`config.mk`:
```
export PLATFORM = sky130hd
export DESIGN_NAME = rsa_cmd_sequencer
export DESIGN_NICKNAME = d
export VERILOG_FILES = /design/src/rtl/rsa_cmd_sequencer.sv
export SDC_FILE = /design/constraint.sdc
export NUM_CORES = 1
export LEC_CHECK = 0
export ABC_AREA = 1
export BUFFER_PORTS_ARGS = -buffer_cell sky130_fd_sc_hd__buf_2
export CAP_MARGIN = 20
export CORE_ASPECT_RATIO = 1.4
export CORE_UTILIZATION = 35
export DETAILED_ROUTE_END_ITERATION = 12
export PLACE_DENSITY = 0.49
export SLEW_MARGIN = 20
export SYNTH_ARGS = -nofsm -noshare
export SYNTH_HDL_FRONTEND = slang
export SYNTH_SLANG_ARGS = --single-unit
```
`constraint.sdc`:
```
create_clock -name clk -period 6.8 [get_ports clk]
set_input_delay 0.34 -clock clk [delete_from_list [all_inputs] [get_ports clk]]
set_output_delay 0.34 -clock clk [all_outputs]
set_load 0.1 [all_outputs]
```
`src/rtl/rsa_cmd_sequencer.sv`:
```
// Parses "P,Q,E,M<CR>" decimal commands from a UART byte stream, commits the
// operands, starts the RSA core and supervises its completion with a timeout.
`timescale 1ns/1ps
module rsa_cmd_sequencer #(
    parameter int unsigned TIMEOUT = 1000
) (
    input  logic       clk,
    input  logic       rst,
    input  logic [7:0] rx_byte,
    input  logic       rx_dv,
    input  logic       core_done,
    output logic [7:0] p_out,
    output logic [7:0] q_out,
    output logic [7:0] e_out,
    output logic [7:0] m_out,
    output logic       core_start,
    output logic       busy,
    output logic       err,
    output logic [1:0] err_code
);

    localparam int unsigned ACC_W  = 10;
    localparam int unsigned PROD_W = 12;
    localparam int unsigned CNT_W  = (TIMEOUT > 1) ? $clog2(TIMEOUT) : 1;
    localparam logic [CNT_W-1:0] TMO_LAST = CNT_W'(TIMEOUT - 1);

    localparam logic [7:0] CHAR_0     = 8'h30;
    localparam logic [7:0] CHAR_9     = 8'h39;
    localparam logic [7:0] CHAR_COMMA = 8'h2C;
    localparam logic [7:0] CHAR_CR    = 8'h0D;

    localparam logic [1:0] ERR_CHAR    = 2'd1;
    localparam logic [1:0] ERR_FORMAT  = 2'd2;
    localparam logic [1:0] ERR_TIMEOUT = 2'd3;

    typedef enum logic [1:0] {
        S_PARSE,
        S_START,
        S_WAIT,
        S_ERR
    } state_t;

    state_t            state, state_n;
    logic [1:0]        idx, idx_n;
    logic [1:0]        digit_cnt, digit_cnt_n;
    logic [ACC_W-1:0]  acc, acc_n;
    logic [7:0]        stage_p, stage_p_n;
    logic [7:0]        stage_q, stage_q_n;
    logic [7:0]        stage_e, stage_e_n;
    logic [7:0]        stage_m, stage_m_n;
    logic [CNT_W-1:0]  tmo_cnt, tmo_cnt_n;
    logic [7:0]        p_out_n, q_out_n, e_out_n, m_out_n;
    logic              core_start_n, busy_n, err_n;
    logic [1:0]        err_code_n;
    logic [PROD_W-1:0] prod;
    logic              is_digit;

    // State and all registered outputs; synchronous reset wins over everything
    always_ff @(posedge clk) begin
        if (rst) begin
            state      <= S_PARSE;
            idx        <= '0;
            digit_cnt  <= '0;
            acc        <= '0;
            stage_p    <= '0;
            stage_q    <= '0;
            stage_e    <= '0;
            stage_m    <= '0;
            tmo_cnt    <= '0;
            p_out      <= '0;
            q_out      <= '0;
            e_out      <= '0;
            m_out      <= '0;
            core_start <= 1'b0;
            busy       <= 1'b0;
            err        <= 1'b0;
            err_code   <= '0;
        end else begin
            state      <= state_n;
            idx        <= idx_n;
            digit_cnt  <= digit_cnt_n;
            acc        <= acc_n;
            stage_p    <= stage_p_n;
            stage_q    <= stage_q_n;
            stage_e    <= stage_e_n;
            stage_m    <= stage_m_n;
            tmo_cnt    <= tmo_cnt_n;
            p_out      <= p_out_n;
            q_out      <= q_out_n;
            e_out      <= e_out_n;
            m_out      <= m_out_n;
            core_start <= core_start_n;
            busy       <= busy_n;
            err        <= err_n;
            err_code   <= err_code_n;
        end
    end

    // Next-state, parser datapath and next values of the registered outputs
    always_comb begin
        state_n     = state;
        idx_n       = idx;
        digit_cnt_n = digit_cnt;
        acc_n       = acc;
        stage_p_n   = stage_p;
        stage_q_n   = stage_q;
        stage_e_n   = stage_e;
        stage_m_n   = stage_m;
        tmo_cnt_n   = tmo_cnt;
        p_out_n     = p_out;
        q_out_n     = q_out;
        e_out_n     = e_out;
        m_out_n     = m_out;
        err_n       = err;
        err_code_n  = err_code;
        is_digit    = (rx_byte >= CHAR_0) && (rx_byte <= CHAR_9);
        prod        = PROD_W'(acc) * PROD_W'(10) + PROD_W'(rx_byte - CHAR_0);

        unique case (state)
            S_PARSE: begin
                if (rx_dv) begin
                    if (is_digit) begin
                        if (digit_cnt == 2'd3 || prod > PROD_W'(255)) begin
                            state_n    = S_ERR;
                            err_n      = 1'b1;
                            err_code_n = ERR_FORMAT;
                        end else begin
                            acc_n       = ACC_W'(prod);
                            digit_cnt_n = 2'(digit_cnt + 2'd1);
                        end
                    end else if (rx_byte == CHAR_COMMA) begin
                        if (digit_cnt == 2'd0 || idx == 2'd3) begin
                            state_n    = S_ERR;
                            err_n      = 1'b1;
                            err_code_n = ERR_FORMAT;
                        end else begin
                            unique case (idx)
                                2'd0:    stage_p_n = 8'(acc);
                                2'd1:    stage_q_n = 8'(acc);
                                default: stage_e_n = 8'(acc);
                            endcase
                            acc_n       = '0;
                            digit_cnt_n = '0;
                            idx_n       = 2'(idx + 2'd1);
                        end
                    end else if (rx_byte == CHAR_CR) begin
                        if (digit_cnt == 2'd0 || idx != 2'd3) begin
                            state_n    = S_ERR;
                            err_n      = 1'b1;
                            err_code_n = ERR_FORMAT;
                        end else begin
                            stage_m_n   = 8'(acc);
                            acc_n       = '0;
                            digit_cnt_n = '0;
                            idx_n       = '0;
                            state_n     = S_START;
                        end
                    end else begin
                        state_n    = S_ERR;
                        err_n      = 1'b1;
                        err_code_n = ERR_CHAR;
                    end
                end
            end
            S_START: begin
                tmo_cnt_n = '0;
                state_n   = S_WAIT;
            end
            S_WAIT: begin
                if (core_done) begin
                    state_n = S_PARSE;
                end else if (tmo_cnt == TMO_LAST) begin
                    state_n    = S_ERR;
                    err_n      = 1'b1;
                    err_code_n = ERR_TIMEOUT;
                end else begin
                    tmo_cnt_n = CNT_W'(tmo_cnt + CNT_W'(1));
                end
            end
            default: begin
                if (rx_dv && rx_byte == CHAR_CR) begin
                    acc_n       = '0;
                    digit_cnt_n = '0;
                    idx_n       = '0;
                    state_n     = S_PARSE;
                end
            end
        endcase

        // Outputs are registered, so the START cycle's values load on entry to START
        if (state_n == S_START) begin
            p_out_n    = stage_p_n;
            q_out_n    = stage_q_n;
            e_out_n    = stage_e_n;
            m_out_n    = stage_m_n;
            err_n      = 1'b0;
            err_code_n = '0;
        end
        core_start_n = (state_n == S_START);
        busy_n       = (state_n == S_WAIT);
    end

endmodule

```
==> results of run 1 <==
## layer usage
layer  GRT usage  vias up  routed length (um)
met3      0.0305       11                 319
met4      0.0507        0                 161
met5           0        -                   0
met2       0.299       50                6140
met1       0.210     1951                5650
li1            -     2262                   -
## layout by cell type (no fill, tap or decap), types with 2 or more instances in the layout
cell type     n
inv_2         5
inv_1        71
clkinvlp_4    2
buf_4         3
a21oi_1      55
ha_1         38
nor2_1       39
a31oi_1       6
dfxtp_1      95
mux2i_1       3
buf_2        48
nand3_1      54
nor2_2        5
nand2_2       7
nor3b_1       4
a211oi_1     13
xor2_1        5
nand4_1       6
nand3_2      33
nor3_1        5
clkbuf_16     9
o21bai_1      2
o21ai_0      35
fa_1          2
clkinv_4      2
nor3_2        4
nand2_1     127
xnor2_1       9
clkinv_1      2
## kinds of logic after synthesis
logic type | synth area share
compound gates | 0.129
xor+xnor | 0.0239
fa+ha+maj | 0.100
buf+inv | 0.0863
flops | 0.370
mux | 0.00585
simple gates | 0.284
## worst register-to-register path: stages (launching register included)
cell and delay (ps):
dfxtp_1 430, ha_1 270, ha_1 230, fa_1 410, nand3_1 80, nand2_1 80, nand2_1 70, nand2_1 50
a21oi_1 140, xnor2_1 90, ha_1 340, nand2_1 90, nor2_1 200, nand4_1 110, nor2_1 180, nor2_1 80
nand3_1 80, nand2_2 90, nand3_2 100, nand2_2 50, nand2_1 60, nand2_2 60, a21oi_4 120, buf_4 340
nand2_4 420, nand2_1 270, nor2_1 60
## sequential cells by signal (all words and copies together) (netlist names), 8 cells and up
name	count
acc	10
tmo_cnt	10
e_out	8
m_out	8
p_out	8
q_out	8
stage_e	8
stage_m	8
stage_p	8
stage_q	8
## stage by stage
| step | worst slack, ps | total power [mW] |
|---|---|---|
| 5_1_grt | 1800 | 2.35 |
| 3_3_place_gp | 2180 | 1.71 |
| 2_1_floorplan | 3340 | 1.52 |
| 6_report | 2180 | 2.17 |
| 4_1_cts | 2080 | 2.21 |
| 3_5_place_dp | 2090 | 1.72 |
## report_power, final
part / leakage, nW / switching (mW) / total, mW / internal (mW)
Combinational: 1.88 / 0.750 / 1.05 / 0.297
Clock: 0.132 / 0.220 / 0.481 / 0.261
Sequential: 0.767 / 0.0407 / 0.645 / 0.604
## worst max path at each step
| stage | to | startpoint | depth (start not counted) |
|---|---|---|---|
| finish | err_code[1] | acc[1] | 26 |
| global route | err_code[1] | acc[1] | 26 |
| detailed placement | err_code[1] | acc[1] | 26 |
| floorplan | e_out[0] | acc[1] | 26 |
| global placement | err_code[1] | acc[1] | 26 |
| CTS | err_code[1] | acc[1] | 26 |
## final cells by class
type,count,area share
Inverter,78,0.0508
Clock inverter,5,0.00716
Tap cell,189,0.0410
Multi-Input combinational cell,462,0.484
Timing Repair Buffer,51,0.0456
Sequential cell,95,0.330
Clock buffer,11,0.0421
==> impl_metrics.csv, run 1 <==
group,metric,value,unit
setup_path,crit_arrival,4860,ps
route,first_iter_violations,167,
synthesis,avgSynthCellArea,7.80,um2
floorplan,io_pins,49,
placement,portBuffers,48,
setup_path,slowest_stage,"dfxtp_1",
clock_network,cts_max_level,3,
worst_hold_path,min_from,"rx_byte[0]",
setup_path,cpLargestDelayFamily,"simple AND/OR/NAND/NOR gates",
setup_path,endpoint_kind,"flop",
pwr,leakage,2.78,nW
pwr,ir_worst_vdd,0.000170,V
clock_network,path_clk_slew,70,ps
grt,grt_max_degree,59,
timing,drv_slew,0,
synthesis,postSynth.asyncResetShare,0,
route,drc,0,
placement,dpl_cell_area,5480,um2
cells_and_area,antenna_cells,0,
synthesis,syn-cell-area,5130,um2
clock_network,clk_latency,350,ps
synthesis,synth_top_area_cell,"dfxtp_1",
setup_path,r2r_cells,26,
placement,dp_hpwl,9.17,mm
clock_network,clockBufferDepth,2,
clock_network,cts_num_sinks,95,
timing,finalCritPeriodShare,0.679,
synthesis,netlist_instances,658,
cells_and_area,fill_cells,1483,
timing,max_freq,216,MHz
timing,worst_pin_slew,697,ps
clock_network,hold_buffers,0,
route,avgRoutedWirePerCell,13.8,um
clock_network,numCtsBuffers,9,
job,cap_violations,0,
worst_hold_path,min_to,"acc[0]",
setup_path,path_common_cell,"nand2_1",
floorplan,dieHeight,145,um
run_status,status,"completed",
synthesis,ys_types,38,
clock_network,cts_resized,0,
clock_network,post_cts_buffers,0,
route,first_pass_iters,4,
synthesis,synth-edff-count,0,
setup_path,critPathBufInv,1,
synthesis,ys_ff_latch,95,
synthesis,synth_most_common_cell,"nand2_1",
cells_and_area,stdcell_count,891,
cells_and_area,final-seq-area,1900,um2
floorplan,start_util,0.357,
clock_network,cts_root_buf,"clkbuf_16",
route,ant_nets,0,
synthesis,synth_top_area_frac,0.370,
timing,worst_clock_skew,6.94,ps
timing,setup_viol,0,
route,drt_wl_total,12.3,mm
synthesis,synth_nets,710,
setup_path,max_stage_delay,430,ps
floorplan,rows,52,
pwr,p_per_area,377,nW/um2
grt,grt_usage,0.170,
route,via_count,4274,
synthesis,synth_warnings,0,
setup_path,crit_fanout,35,
timing,rsz0062_at_grt,"no",
grt,antenna_found_initial,0,
clock_network,cts_tree,"built",
cells_and_area,multi_input_area,2790,um2
setup_path,required,7040,ps
cells_and_area,syn_to_final_growth,12.3,%
synthesis,synth.area.top_cells,"dfxtp_1 37%, nand2_1 9.3%, ha_1 9.3%",
setup_path,worstSetupStartpointType,"flop",
timing,final_hold_viol_count,0,
setup_path,critPathKind,"flop to flop",
grt,grt_pass1_vias,4318,
setup_path,worstReg2RegEnd,"err_code[1]",
timing,timing.hold.ws,408,ps
synthesis,synth_ff_type,"dfxtp_1",
floorplan,core,14400,um2
timing,post-route-min-period,4620,ps
route,via_per_inst,4.80,
worst_hold_path,hold_class,"input port to flop",
timing,finalSetupTns,0,ps
cells_and_area,drive_gt1_frac,0.175,
setup_path,rrSetupSlack,2180,ps
synthesis,synth_commonest_cells,"127 x nand2_1, 95 x dfxtp_1, 72 x inv_1",
worst_hold_path,hold_depth,3,
grt,grt_overflow,0,
cells_and_area,fin_area,5770,um2
synthesis,synth_seq_area_share,0.370,
floorplan,die_area,15200,um2
cells_and_area,post-route-util,0.401,
placement,gp_congestion,0.827,
placement,dp.cells,875,
timing,max_slew_margin,0.534,
cells_and_area,nNetsFinal,749,
setup_path,timing.rr.start,"acc[1]",
grt,grt_pass1_wl,20.7,mm
floorplan,die_w,104,um
No activity file was read; power rests on OpenSTA's default activity.
==> run 2: changes to the inputs <==
--- a/config.mk
+++ b/config.mk
@@ -5,7 +5,7 @@
 export SDC_FILE = /design/constraint.sdc
 export NUM_CORES = 1
 export LEC_CHECK = 0
-export ABC_AREA = 1
+export ABC_AREA = 0
 export BUFFER_PORTS_ARGS = -buffer_cell sky130_fd_sc_hd__buf_2
 export CAP_MARGIN = 20
 export CORE_ASPECT_RATIO = 1.4
==> constraint.sdc (replaced) <==
create_clock -name clk -period 4.3 [get_ports clk]
set_input_delay 0.215 -clock clk [delete_from_list [all_inputs] [get_ports clk]]
set_output_delay 0.215 -clock clk [all_outputs]
set_load 0.1 [all_outputs]
==> impl_metrics.csv, run 2 <==
group,metric,value,unit
run_status,status,"completed",
pwr,p_per_area,390,nW/um2
clock_network,clk_latency,350,ps
floorplan,core,13800,um2
synthesis,synth_most_common_cell,"dfxtp_1",
cells_and_area,stdcell_count,821,
timing,setup_slack,53.1,ps
grt,antenna_found_initial,0,
placement,dp_hpwl,8.41,mm
synthesis,synth-simple-area-share,0.227,
cells_and_area,layout_commonest_cell,"dfxtp_1",
clock_network,cts_root_buf,"clkbuf_16",
setup_path,max_stage_delay,420,ps
clock_network,clockBufferDepth,2,
setup_path,crit_arrival,4490,ps
synthesis,avgSynthCellArea,8.89,um2
synthesis,synthMuxAreaShare,0.0933,
synthesis,synth_ff_type,"dfxtp_1",
timing,final_hold_viol_count,0,
timing,post-route-min-period,4250,ps
cells_and_area,fin_area,6160,um2
clock_network,path_clk_slew,70,ps
cells_and_area,antenna_cells,0,
grt,grt_max_degree,48,
route,drt_wl_total,12.6,mm
grt,grt_overflow,0,
floorplan,rows,51,
timing,rsz0062_at_grt,"yes",
synthesis,synth.area.top_cells,"dfxtp_1 39%, ha_1 9.6%, mux2_1 6.2%",
grt,grt_usage,0.182,
setup_path,required,4540,ps
synthesis,synth_top_area_frac,0.385,
placement,dpl_cell_area,5490,um2
clock_network,cts_num_sinks,95,
floorplan,io_pins,49,
setup_path,cpLargestDelayFamily,"adder cells",
cells_and_area,nNetsFinal,683,
route,via_per_inst,4.88,
route,first_pass_iters,4,
worst_hold_path,hold_class,"input port to flop",
pwr,ir_worst_vdd,0.000232,V
pwr,combPwrFrac,0.294,
pwr,p_clk_frac,0.323,
synthesis,ys_types,57,
setup_path,slowest_stage,"or3b_4",
cells_and_area,syn_to_final_growth,24.8,%
timing,worst_pin_slew,976,ps
grt,grt_pass1_wl,20.3,mm
setup_path,endpoint_kind,"flop",
setup_path,crit_fanout,5,
timing,finalCritPeriodShare,0.988,
synthesis,synth_top_area_cell,"dfxtp_1",
synthesis,netlist_instances,555,
job,cap_violations,0,
synthesis,synth-edff-count,0,
cells_and_area,drive_gt1_frac,0.219,
route,ant_nets,0,
synthesis,synth_seq_area_share,0.385,
synthesis,ys_ff_latch,95,
setup_path,worstSetupStartpointType,"flop",
timing,setup_viol,0,
route,via_count,4006,
route,avgRoutedWirePerCell,15.4,um
synthesis,synth_warnings,0,
pwr,power.switching,0.812,mW
floorplan,die_w,102,um
floorplan,start_util,0.356,
grt,grt_pass1_vias,4105,
cells_and_area,reg.largest.list,"acc x10, tmo_cnt x10",
floorplan,die_area,14600,um2
route,drc,0,
placement,dp.cells,790,
pwr,power_frac_seq,0.383,
placement,dp_slack,-86.2,ps
synthesis,synth_compound_area_frac,0.118,
setup_path,critPathKind,"flop to flop",
clock_network,cts_tree,"built",
timing,worst_clock_skew,14.0,ps
synthesis,synth-xor-area-share,0.0373,
synthesis,syn-cell-area,4930,um2
pwr,leakage,2.59,nW
cells_and_area,post-route-util,0.445,
synthesis,synth_commonest_cells,"95 x dfxtp_1, 72 x nand2_1, 52 x a21oi_1",
timing,timing.hold.ws,204,ps
timing,drv_slew,0,
pwr,cell_internal_pwr,1.59,mW
setup_path,crit_path_cell_trace,"ha_4 -> ha_4 -> fa_2 -> a21o_1 -> a21oi_2 -> nor2b_1 -> o21ai_1 -> nand2_1 -> xor2_1 -> ha_1 -> inv_1 -> a21o_1 -> or3b_4 -> nor3_4 -> o21ai_2 -> or2_4 -> a311oi_4 -> buf_6 -> buf_12 -> buf_12 -> mux2_2",
floorplan,dieHeight,142,um
placement,gp_congestion,0.821,
synthesis,synthAdderAreaFrac,0.104,
clock_network,cts_max_level,3,
clock_network,hold_buffers,0,
setup_path,critPathBufInv,4,
cells_and_area,final_cell_mix,"92 x dfxtp_1, 72 x nand2_1, 50 x a21oi_1",
route,first_iter_violations,126,
pwr,switching_share,0.338,
timing,max_slew_margin,0.347,
pwr,power,2.40,mW
clock_network,numCtsBuffers,9,
synthesis,synth_nets,607,
placement,portBuffers,48,
timing,max_freq,235,MHz
timing,finalSetupTns,0,ps
synthesis,postSynth.asyncResetShare,0,
synthesis,synth_top_family_by_area,"simple AND/OR/NAND/NOR gates",
## run 2: changes by cell type after synthesis, sizes merged, moves of 9 or more
cell / before / now
inv: 76 / 21
nor2b: 0 / 38
o21ai: 36 / 10
mux2: 0 / 32
buf: 17 / 5
nand3: 87 / 22
nand2: 135 / 72
nand2b: 0 / 16
a211oi: 13 / 4
## run 2: final timing paths
path / from / endpoint / slack, ps / cells past startpoint
min: rx_byte[0] / acc[0] / 200 / 3
max: acc[1] / m_out[5] / 50 / 21
max reg2reg: acc[1] / m_out[5] / 50 / 21
min reg2reg: stage_e[5] / stage_e[5] / 450 / 2
## run 2: metal layers
| layer | part of all wire | up-vias | track usage |
|---|---|---|---|
| met1 | 0.44 | 1877 | 0.221 |
| met5 | 0 | - | 0 |
| li1 | - | 2061 | - |
| met2 | 0.51 | 58 | 0.316 |
| met3 | 0.035 | 10 | 0.0363 |
| met4 | 0.015 | 0 | 0.0602 |
## run 2: area by class of cell
cell class | instances | area (um2)
clock inverters | 7 | 67.6
inverters | 21 | 78.8
fillers | 1407 | 7690
multi-input cells | 421 | 3020
clock buffers | 9 | 225
well taps | 185 | 231
repair buffers | 83 | 627
flip-flops and latches | 95 | 1910
## run 2: what timing repair did
item	in CTS	in global routing
pin swaps	0	7
cloned	3	3
setup endpoints to repair	32	44
buffers inserted	6	3
resized for setup	17	26
## run 2: power by group through the flow
stage          clock, mW  sequential [mW]  combinational, mW
2_1_floorplan          0             1.05              0.282
3_3_place_gp           0            0.938              0.495
3_5_place_dp           0            0.940              0.498
4_1_cts            0.801            0.919              0.638
5_1_grt            0.834            0.922              0.752
6_report           0.776            0.918              0.705
## run 2: cell families after synthesis
family	Yosys count
simple gates	224
flops	95
compound gates	94
mux	42
fa+ha+maj	40
buf+inv	39
xor+xnor	21
## run 2: worst min-delay path, delay by kind of cell
family	cells	cell delay, ps
AO/OA/AOI/OAI	1	60
buffers and inverters	1	140
AND/OR/NAND/NOR	1	80
